$ cat config.mk
export PLATFORM = sky130hd
export DESIGN_NAME = stopwatch_ctrl
export DESIGN_NICKNAME = d
export VERILOG_FILES = /design/src/rtl/stopwatch_pkg.sv /design/src/rtl/btn_debounce.sv /design/src/rtl/stopwatch_ctrl.sv
export SDC_FILE = /design/constraint.sdc
export NUM_CORES = 1
export LEC_CHECK = 0
export ABC_AREA = 1
export CORE_AREA = 5 5 101 103
export DETAILED_ROUTE_END_ITERATION = 10
export DIE_AREA = 0 0 106 108
export PLACE_DENSITY = 0.53
export SLEW_MARGIN = 25
export SYNTH_ARGS = -nofsm -noshare
export SYNTH_HDL_FRONTEND = slang
export SYNTH_SLANG_ARGS = --single-unit
$ cat constraint.sdc
create_clock -name clk -period 2.2 [get_ports clk]
set_input_delay 0.55 -clock clk [delete_from_list [all_inputs] [get_ports clk]]
set_output_delay 0.55 -clock clk [all_outputs]
set_load 0.05 [all_outputs]
$ cat src/rtl/stopwatch_pkg.sv
// -----------------------------------------------------------------------------
// stopwatch_pkg
// Shared definitions for the stopwatch control path, the counter datapath and
// the testbench.
//   sw_state_e          : FSM state encoding as seen on state_o
//   DEB_CYCLES_DEFAULT  : default debounce length (10 ms at 50 MHz)
//   is_counting()       : states in which centisecond ticks advance the counters
// -----------------------------------------------------------------------------
package stopwatch_pkg;

  typedef enum logic [1:0] {
    ST_IDLE  = 2'b00,
    ST_RUN   = 2'b01,
    ST_PAUSE = 2'b10,
    ST_LAP   = 2'b11
  } sw_state_e;

  localparam int DEB_CYCLES_DEFAULT = 500000;

  // LAP keeps the live count running; only the display is frozen.
  function automatic logic is_counting(input sw_state_e s);
    return (s == ST_RUN) || (s == ST_LAP);
  endfunction

endpackage

$ cat src/rtl/btn_debounce.sv
// -----------------------------------------------------------------------------
// btn_debounce
// One push-button conditioning lane: 2-FF synchronizer, debounce filter, and
// rising-edge detection of the debounced level.
// Ports:
//   clk      in   system clock
//   rst      in   synchronous, active-high reset
//   btn_raw  in   raw asynchronous button level, active-high
//   press_o  out  one-cycle pulse when the debounced level goes 0 -> 1
// Parameters:
//   DEB_CYCLES  consecutive cycles the synced level must differ from the
//               stable level before it is accepted
//   DEB_W       counter width (derived)
// Latency from a clean raw edge to press_o is 2 + DEB_CYCLES cycles.
// -----------------------------------------------------------------------------
module btn_debounce
  import stopwatch_pkg::*;
#(
  parameter int DEB_CYCLES = DEB_CYCLES_DEFAULT,
  parameter int DEB_W      = $clog2(DEB_CYCLES + 1)
) (
  input  logic clk,
  input  logic rst,
  input  logic btn_raw,
  output logic press_o
);

  localparam logic [DEB_W-1:0] DEB_LAST = DEB_W'(DEB_CYCLES - 1);

  logic             sync1_q,  sync1_d;
  logic             sync2_q,  sync2_d;
  logic             stable_q, stable_d;
  logic [DEB_W-1:0] cnt_q,    cnt_d;
  logic             press_q,  press_d;

  always_comb begin
    sync1_d  = btn_raw;
    sync2_d  = sync1_q;
    stable_d = stable_q;
    cnt_d    = cnt_q;
    press_d  = 1'b0;

    if (sync2_q == stable_q) begin
      // Level agrees with the accepted one: any partial glitch count is void.
      cnt_d = '0;
    end else if (cnt_q == DEB_LAST) begin
      // DEB_CYCLES consecutive disagreeing cycles: accept the new level.
      // The edge detect is folded in here, so only a 0 -> 1 acceptance
      // produces a press and release stays silent.
      stable_d = sync2_q;
      cnt_d    = '0;
      press_d  = sync2_q;
    end else begin
      cnt_d = cnt_q + 1'b1;
    end
  end

  always_ff @(posedge clk) begin
    if (rst) begin
      sync1_q  <= 1'b0;
      sync2_q  <= 1'b0;
      stable_q <= 1'b0;
      cnt_q    <= '0;
      press_q  <= 1'b0;
    end else begin
      sync1_q  <= sync1_d;
      sync2_q  <= sync2_d;
      stable_q <= stable_d;
      cnt_q    <= cnt_d;
      press_q  <= press_d;
    end
  end

  assign press_o = press_q;

endmodule

$ cat src/rtl/stopwatch_ctrl.sv
// -----------------------------------------------------------------------------
// stopwatch_ctrl
// Control FSM for the BCD stopwatch counter chain. Conditions three raw
// buttons into one-cycle press events and sequences the counters and the
// split/lap capture path.
// Ports:
//   clk          in   system clock, single domain
//   rst          in   synchronous, active-high reset
//   tick_cent    in   one-cycle pulse per 1/100 s
//   btn_ss       in   raw start/stop button
//   btn_split    in   raw split/lap button
//   btn_clr      in   raw clear button
//   cnt_en       out  one-cycle increment strobe (tick_cent delayed by 1)
//   cnt_clr      out  one-cycle clear of counters and split registers
//   split_latch  out  one-cycle capture strobe for the split registers
//   disp_hold    out  1 = display shows split registers
//   state_o      out  current FSM state (IDLE=00 RUN=01 PAUSE=10 LAP=11)
// Strobe semantics: every strobe output is a registered single-cycle pulse
// appearing the cycle after the event that caused it; there is no handshake,
// downstream logic must act on the pulse in that cycle.
// -----------------------------------------------------------------------------
module stopwatch_ctrl
  import stopwatch_pkg::*;
#(
  parameter int DEB_CYCLES = DEB_CYCLES_DEFAULT,
  parameter int DEB_W      = $clog2(DEB_CYCLES + 1)
) (
  input  logic       clk,
  input  logic       rst,
  input  logic       tick_cent,
  input  logic       btn_ss,
  input  logic       btn_split,
  input  logic       btn_clr,
  output logic       cnt_en,
  output logic       cnt_clr,
  output logic       split_latch,
  output logic       disp_hold,
  output logic [1:0] state_o
);

  // ---------------------------------------------------------------------------
  // Button conditioning
  // ---------------------------------------------------------------------------
  logic ss_press;
  logic split_press;
  logic clr_press;

  btn_debounce #(.DEB_CYCLES(DEB_CYCLES), .DEB_W(DEB_W)) u_deb_ss (
    .clk     (clk),
    .rst     (rst),
    .btn_raw (btn_ss),
    .press_o (ss_press)
  );

  btn_debounce #(.DEB_CYCLES(DEB_CYCLES), .DEB_W(DEB_W)) u_deb_split (
    .clk     (clk),
    .rst     (rst),
    .btn_raw (btn_split),
    .press_o (split_press)
  );

  btn_debounce #(.DEB_CYCLES(DEB_CYCLES), .DEB_W(DEB_W)) u_deb_clr (
    .clk     (clk),
    .rst     (rst),
    .btn_raw (btn_clr),
    .press_o (clr_press)
  );

  // ---------------------------------------------------------------------------
  // Event arbitration: clr > ss > split. A masked event is lost for good,
  // even when the winning event is itself ignored in the current state
  // (e.g. clr+ss in RUN leaves the FSM in RUN).
  // ---------------------------------------------------------------------------
  logic ev_clr;
  logic ev_ss;
  logic ev_split;

  always_comb begin
    ev_clr   = clr_press;
    ev_ss    = ss_press & ~clr_press;
    ev_split = split_press & ~clr_press & ~ss_press;
  end

  // ---------------------------------------------------------------------------
  // FSM and registered outputs
  // ---------------------------------------------------------------------------
  sw_state_e state_q,       state_d;
  logic      cnt_en_q,      cnt_en_d;
  logic      cnt_clr_q,     cnt_clr_d;
  logic      split_latch_q, split_latch_d;
  logic      disp_hold_q,   disp_hold_d;

  always_comb begin
    state_d       = state_q;
    split_latch_d = 1'b0;
    cnt_clr_d     = 1'b0;

    case (state_q)
      ST_IDLE: begin
        if (ev_ss) state_d = ST_RUN;
      end
      ST_RUN: begin
        if (ev_ss) begin
          state_d = ST_PAUSE;
        end else if (ev_split) begin
          state_d       = ST_LAP;
          split_latch_d = 1'b1;
        end
      end
      ST_LAP: begin
        if (ev_clr) begin
          state_d = ST_RUN;
        end else if (ev_ss) begin
          state_d = ST_PAUSE;
        end else if (ev_split) begin
          // New lap: stay frozen but recapture the live count.
          state_d       = ST_LAP;
          split_latch_d = 1'b1;
        end
      end
      ST_PAUSE: begin
        if (ev_clr) begin
          state_d   = ST_IDLE;
          cnt_clr_d = 1'b1;
        end else if (ev_ss) begin
          state_d = ST_RUN;
        end
      end
      default: state_d = ST_IDLE;
    endcase

    // Gated by the current state register, so a tick landing in the same
    // cycle as a stop event still counts once.
    cnt_en_d = tick_cent & is_counting(state_q);

    // Registered alongside state_q, so it always equals (state_q == ST_LAP).
    disp_hold_d = (state_d == ST_LAP);
  end

  always_ff @(posedge clk) begin
    if (rst) begin
      state_q       <= ST_IDLE;
      cnt_en_q      <= 1'b0;
      cnt_clr_q     <= 1'b0;
      split_latch_q <= 1'b0;
      disp_hold_q   <= 1'b0;
    end else begin
      state_q       <= state_d;
      cnt_en_q      <= cnt_en_d;
      cnt_clr_q     <= cnt_clr_d;
      split_latch_q <= split_latch_d;
      disp_hold_q   <= disp_hold_d;
    end
  end

  assign cnt_en      = cnt_en_q;
  assign cnt_clr     = cnt_clr_q;
  assign split_latch = split_latch_q;
  assign disp_hold   = disp_hold_q;
  assign state_o     = state_q;

endmodule
==> qor.yml, run 1 <==
antenna_found_initial: 0
grt_start_max_net_pins: 19
worstPathRequired_ps: 1650
nets: 563
gp_congestion: 0.796
area_growth_pct: 11.6
synth_area_leaders: "dfxtp_1, nand2_1, nor2_1"
ys_warn_count: 0
slowest_delay_ps: 840
synth.avg_cell_area_sq_um: 6.71
place_ws_ps: 201
synth_top_flop_cell: "dfxtp_1"
status: "finished clean"
drive_above_1_share: 0.0644
synth_top_area_frac: 0.418
first_pass_iters: 5
synth_edf_count: 0
finalMaxSlewViolations: 0
yosysTopAreaCell: "dfxtp_1"
fp.dieH_microns: 108
crit_family: "buffers and inverters"
syn_nets: 544
ant_nets: 0
worstSetupStartpointType: "register"
cts_root_buf: "clkbuf_8"
final_cell_mix: "nand2_1, nor2_1, dfxtp_1"
mostFrequentLayoutCell: "nand2_1"
leakage_nw: 1.42
relSlewSlack: 0.658
wl_mm: 7.33
finalCritPeriodShare: 0.960
synthCells: 535
synth_seq_area_share: 0.418
cts_tree: "yes"
p_per_area_mw_per_mm2: 613
post_cts_buffers: 0
crit_arrival_ps: 1560
io_pins: 12
cts_buffer_depth: 2
numCtsBuffers: 9
dpl.hpwl_mm: 5.43
hold_viol_final: 0
synth.cell_area_sq_mm: 0.00359
grt_pass1_vias: 2951
rsz0062_at_grt: "false"
vias: 3110
path_clk_slew_ps: 70
instances_no_fill: 670
maxCapViolations: 0
path_cells: "clkdlybuf4s50_1"
core_area_sq_mm: 0.00911
peakVddDrop_mv: 0.358
slowest_stage: "clkdlybuf4s50_1"
crit_type: "reg -> out"
h-tree-depth: 3
ys_ff_latch: 75
start_util: 0.394
die-area_sq_mm: 0.0114
tns_ps: 0
rows: 35
nFillCells: 960
diodes: 0
worst_pin_slew_ps: 512
drtIter0Drc: 150
grt_overflow: 0
max_freq_mhz: 474
cp_max_fo: 4
track_usage: 0.135
setup_violations: 0
end_kind: "output port"
skew_ps: 10.6
grt_pass1_wl_mm: 12.8
yosysUniqueCellTypes: 26
die_w_microns: 106
dpl.cell_count: 654
clock-sinks: 75
synthArstFlopShare: 0
fin_ws_ps: 88.6
fin_crit_ps: 2110
clk_latency_ps: 350
worst-path-buf-inv: 1
port_buffers: 11
vias_per_cell: 4.64
drt-wirelength-per-cell_microns: 10.9
hp-class: "reg -> reg"
drc: 0
[logic make-up after synthesis]
logic type | count (synthesis) | share of synthesized area
AO/OA/AOI/OAI | 33 | 0.0523
XOR/XNOR | 19 | 0.0463
buffers and inverters | 70 | 0.0801
AND/OR/NAND/NOR | 335 | 0.393
adder cells (fa/ha/maj) | 3 | 0.0105
flip-flops | 75 | 0.418
[worst min-delay path: stages (launching register included)]
cell and delay, ps:
dfxtp_1 310, inv_1 40, nor2_1 30
[what timing repair did]
item | in CTS | in global routing
resized for setup | 0 | 1
hold buffers | 0 | 0
setup endpoints to repair | 0 | 1
[layout make-up]
class / instances / area (sq um) / share of cell area
Clock inverter: 5 / 52.6 / 0.0131
Multi-Input combinational cell: 390 / 1800 / 0.449
Tap cell: 111 / 139 / 0.0346
Inverter: 65 / 245 / 0.0612
Clock buffer: 11 / 141 / 0.0353
Sequential cell: 75 / 1500 / 0.375
Timing Repair Buffer: 13 / 128 / 0.0318
[per-stage QoR]
| step | cell area, sq um | hold WS [ps] | util | power, W |
|---|---|---|---|---|
| 5_1_grt | 4010 | 439 | 0.440 | 0.00256 |
| 4_1_cts | 4010 | 416 | 0.440 | 0.00249 |
| 6_report | 4010 | 418 | 0.440 | 0.00246 |
| 3_3_place_gp | 3810 | 408 | 0.419 | 0.00144 |
| 2_1_floorplan | 3590 | 388 | - | 0.00142 |
| 3_5_place_dp | 3810 | 405 | 0.419 | 0.00144 |
[cell usage after synthesis (4+ instances only)]
library cell and n:
a21oi_1 25, dfxtp_1 75, inv_1 64, nand2_1 140, nand3_1 31, nand3b_1 4, nand4_1 11, nor2_1 120
nor3_1 10, o21ai_0 4, or2_2 10, xnor2_1 10, xor2_1 9
[path summary, 6_finish.rpt]
kind | from | endpoint | slack, ps | depth (start not counted)
setup / recovery | state_o[1] | state_o[1] | 90 | 1
hold / removal | u_deb_split.sync1_q | u_deb_split.sync2_q | 420 | 2
setup reg to reg | u_deb_ss.cnt_q[0] | u_deb_ss.cnt_q[9] | 500 | 6
hold reg to reg | u_deb_split.sync1_q | u_deb_split.sync2_q | 420 | 2
[registers in the layout, summed over array words and instances (netlist names), 2 cells and up]
register,count
state_o,2
u_deb_ss.cnt_q,19
u_deb_clr.cnt_q,19
u_deb_split.cnt_q,19
[layer usage]
metal,wire (microns),GRT usage,share of wire
met2,3140,0.214,0.43
met4,55,0.0444,0.0075
met1,3910,0.180,0.53
met3,233,0.0346,0.032
met5,0,0,0
[power breakdown]
group	switching, W	internal, W	leakage, nW	total (W)
Sequential	0.00000488	0.00136	0.605	0.00137
Combinational	0.0000218	0.0000161	0.711	0.0000379
Clock	0.000502	0.000550	0.0991	0.00105
(Power assumes the default switching activity.)
==> run 2: changes to the inputs <==
--- a/config.mk
+++ b/config.mk
@@ -6,9 +6,9 @@
 export NUM_CORES = 1
 export LEC_CHECK = 0
 export ABC_AREA = 1
-export CORE_AREA = 5 5 101 103
+export CORE_AREA = 2 2 98 100
 export DETAILED_ROUTE_END_ITERATION = 10
-export DIE_AREA = 0 0 106 108
+export DIE_AREA = 0 0 100 102
 export PLACE_DENSITY = 0.53
 export SLEW_MARGIN = 25
 export SYNTH_ARGS = -nofsm -noshare
==> run 2 against run 1 <==
  * Sequential power about the same
  * First-iteration DRC count down 27%
  * Non-clock buffer count fell by 1
  * Clock skew is 1.2 ps higher
==> qor.yml, run 2 (same netlist as run 1, synthesis figures left out) <==
reg.largest.list: "u_deb_clr.cnt_q x19, u_deb_split.cnt_q x19, u_deb_ss.cnt_q x19"
hold_viol_final: 0
fp.dieH_microns: 102
dpl.hpwl_mm: 5.28
post_cts_buffers: 0
gp_congestion: 0.864
worst_pin_slew_ps: 504
p_total_w: 0.00245
cp_max_fo: 4
worst-path-buf-inv: 1
slowest_delay_ps: 830
switching_share: 0.209
drtIter0Drc: 109
track_usage: 0.156
p_per_area_mw_per_mm2: 612
nFillCells: 985
diodes: 0
place_ws_ps: 245
antenna_found_initial: 0
cts_root_buf: "clkbuf_8"
rsz0062_at_grt: "false"
grt_start_max_net_pins: 19
grt_pass1_wl_mm: 12.7
pwr-share-seq: 0.559
slowest_stage: "clkdlybuf4s50_1"
nets: 562
p_comb_frac: 0.015
setup_violations: 0
finalMaxSlewViolations: 0
hold_buffers: 0
io_pins: 12
final_cell_mix: "nand2_1, nor2_1, dfxtp_1"
cts_tree: "yes"
path_cells: "clkdlybuf4s50_1"
vias: 3083
power_frac_clock: 0.425
port_buffers: 11
grt_pass1_vias: 2789
mostFrequentLayoutCell: "nand2_1"
first_pass_iters: 4
drt-wirelength-per-cell_microns: 10.7
path_clk_slew_ps: 70
skew_ps: 11.8
core_area_sq_mm: 0.00911
hp-class: "reg -> reg"
maxCapViolations: 0
peakVddDrop_mv: 0.242
intPower_w: 0.00194
max_freq_mhz: 477
drive_above_1_share: 0.0573
start_util: 0.394
cts_buffer_depth: 2
tns_ps: 0
ant_nets: 0
r2r_slack_ps: 480
leakage_nw: 1.41
die_w_microns: 100
fin_ws_ps: 103
clk_latency_ps: 340
wl_mm: 7.19
area_growth_pct: 11.3
vias_per_cell: 4.61
crit_type: "reg -> out"
h-tree-depth: 3
clock-sinks: 75
die-area_sq_mm: 0.0102
finalCritPeriodShare: 0.953
status: "finished clean"
worstPathRequired_ps: 1650
worstSetupStartpointType: "register"
rows: 35
numCtsBuffers: 9
fin_crit_ps: 2100
crit_arrival_ps: 1550
switching_power_w: 0.000510
relSlewSlack: 0.663
grt_overflow: 0
drc: 0
end_kind: "output port"
crit_family: "buffers and inverters"
## run 2: through the flow
stage / hold WS [ps] / util / cells / area (sq um)
detailed placement: 400 / 0.418 / 653 / 3800
floorplan: 388 / - / 535 / 3590
CTS: 409 / 0.438 / 669 / 3990
global placement: 401 / 0.418 / 653 / 3800
finish: 408 / 0.439 / 669 / 4000
global route: 425 / 0.439 / 669 / 4000
## run 2: final timing paths
path | depth (start not counted) | from | endpoint
hold / removal | 2 | u_deb_clr.sync1_q | u_deb_clr.sync2_q
hold reg to reg | 2 | u_deb_clr.sync1_q | u_deb_clr.sync2_q
setup reg to reg | 8 | u_deb_clr.cnt_q[0] | u_deb_clr.cnt_q[15]
setup / recovery | 1 | state_o[1] | state_o[1]
## run 2: power by group through the flow
stage	Combinational (W)	Sequential, W	Clock, W
after CTS	0.0000381	0.00137	0.00107
final	0.0000373	0.00137	0.00104
after detailed placement	0.0000380	0.00140	0
after global routing	0.0000430	0.00137	0.00114
after global placement	0.0000376	0.00140	0
after floorplan	0.0000250	0.00140	0
## run 2: cell type report
cell class	count	area (sq um)	area share
flip-flops and latches	75	1500	0.376
inverters	65	245	0.0614
well taps	111	139	0.0348
repair buffers	12	120	0.0301
multi-input cells	390	1800	0.451
clock buffers	14	153	0.0382
clock inverters	2	35.0	0.00877
## run 2: what timing repair did
action | in CTS | in global routing
setup endpoints to repair | 0 | 1
hold endpoints to repair | 0 | 0
resized for setup | 0 | 1
## run 2: per-layer routing
layer | track usage | wire, microns | share of wire | vias up
li1 | - | - | - | 1702
met1 | 0.221 | 3860 | 0.54 | 1338
met2 | 0.233 | 3020 | 0.42 | 37
met3 | 0.0335 | 219 | 0.030 | 6
met4 | 0.0632 | 85 | 0.012 | 0
met5 | 0 | 0 | 0 | -
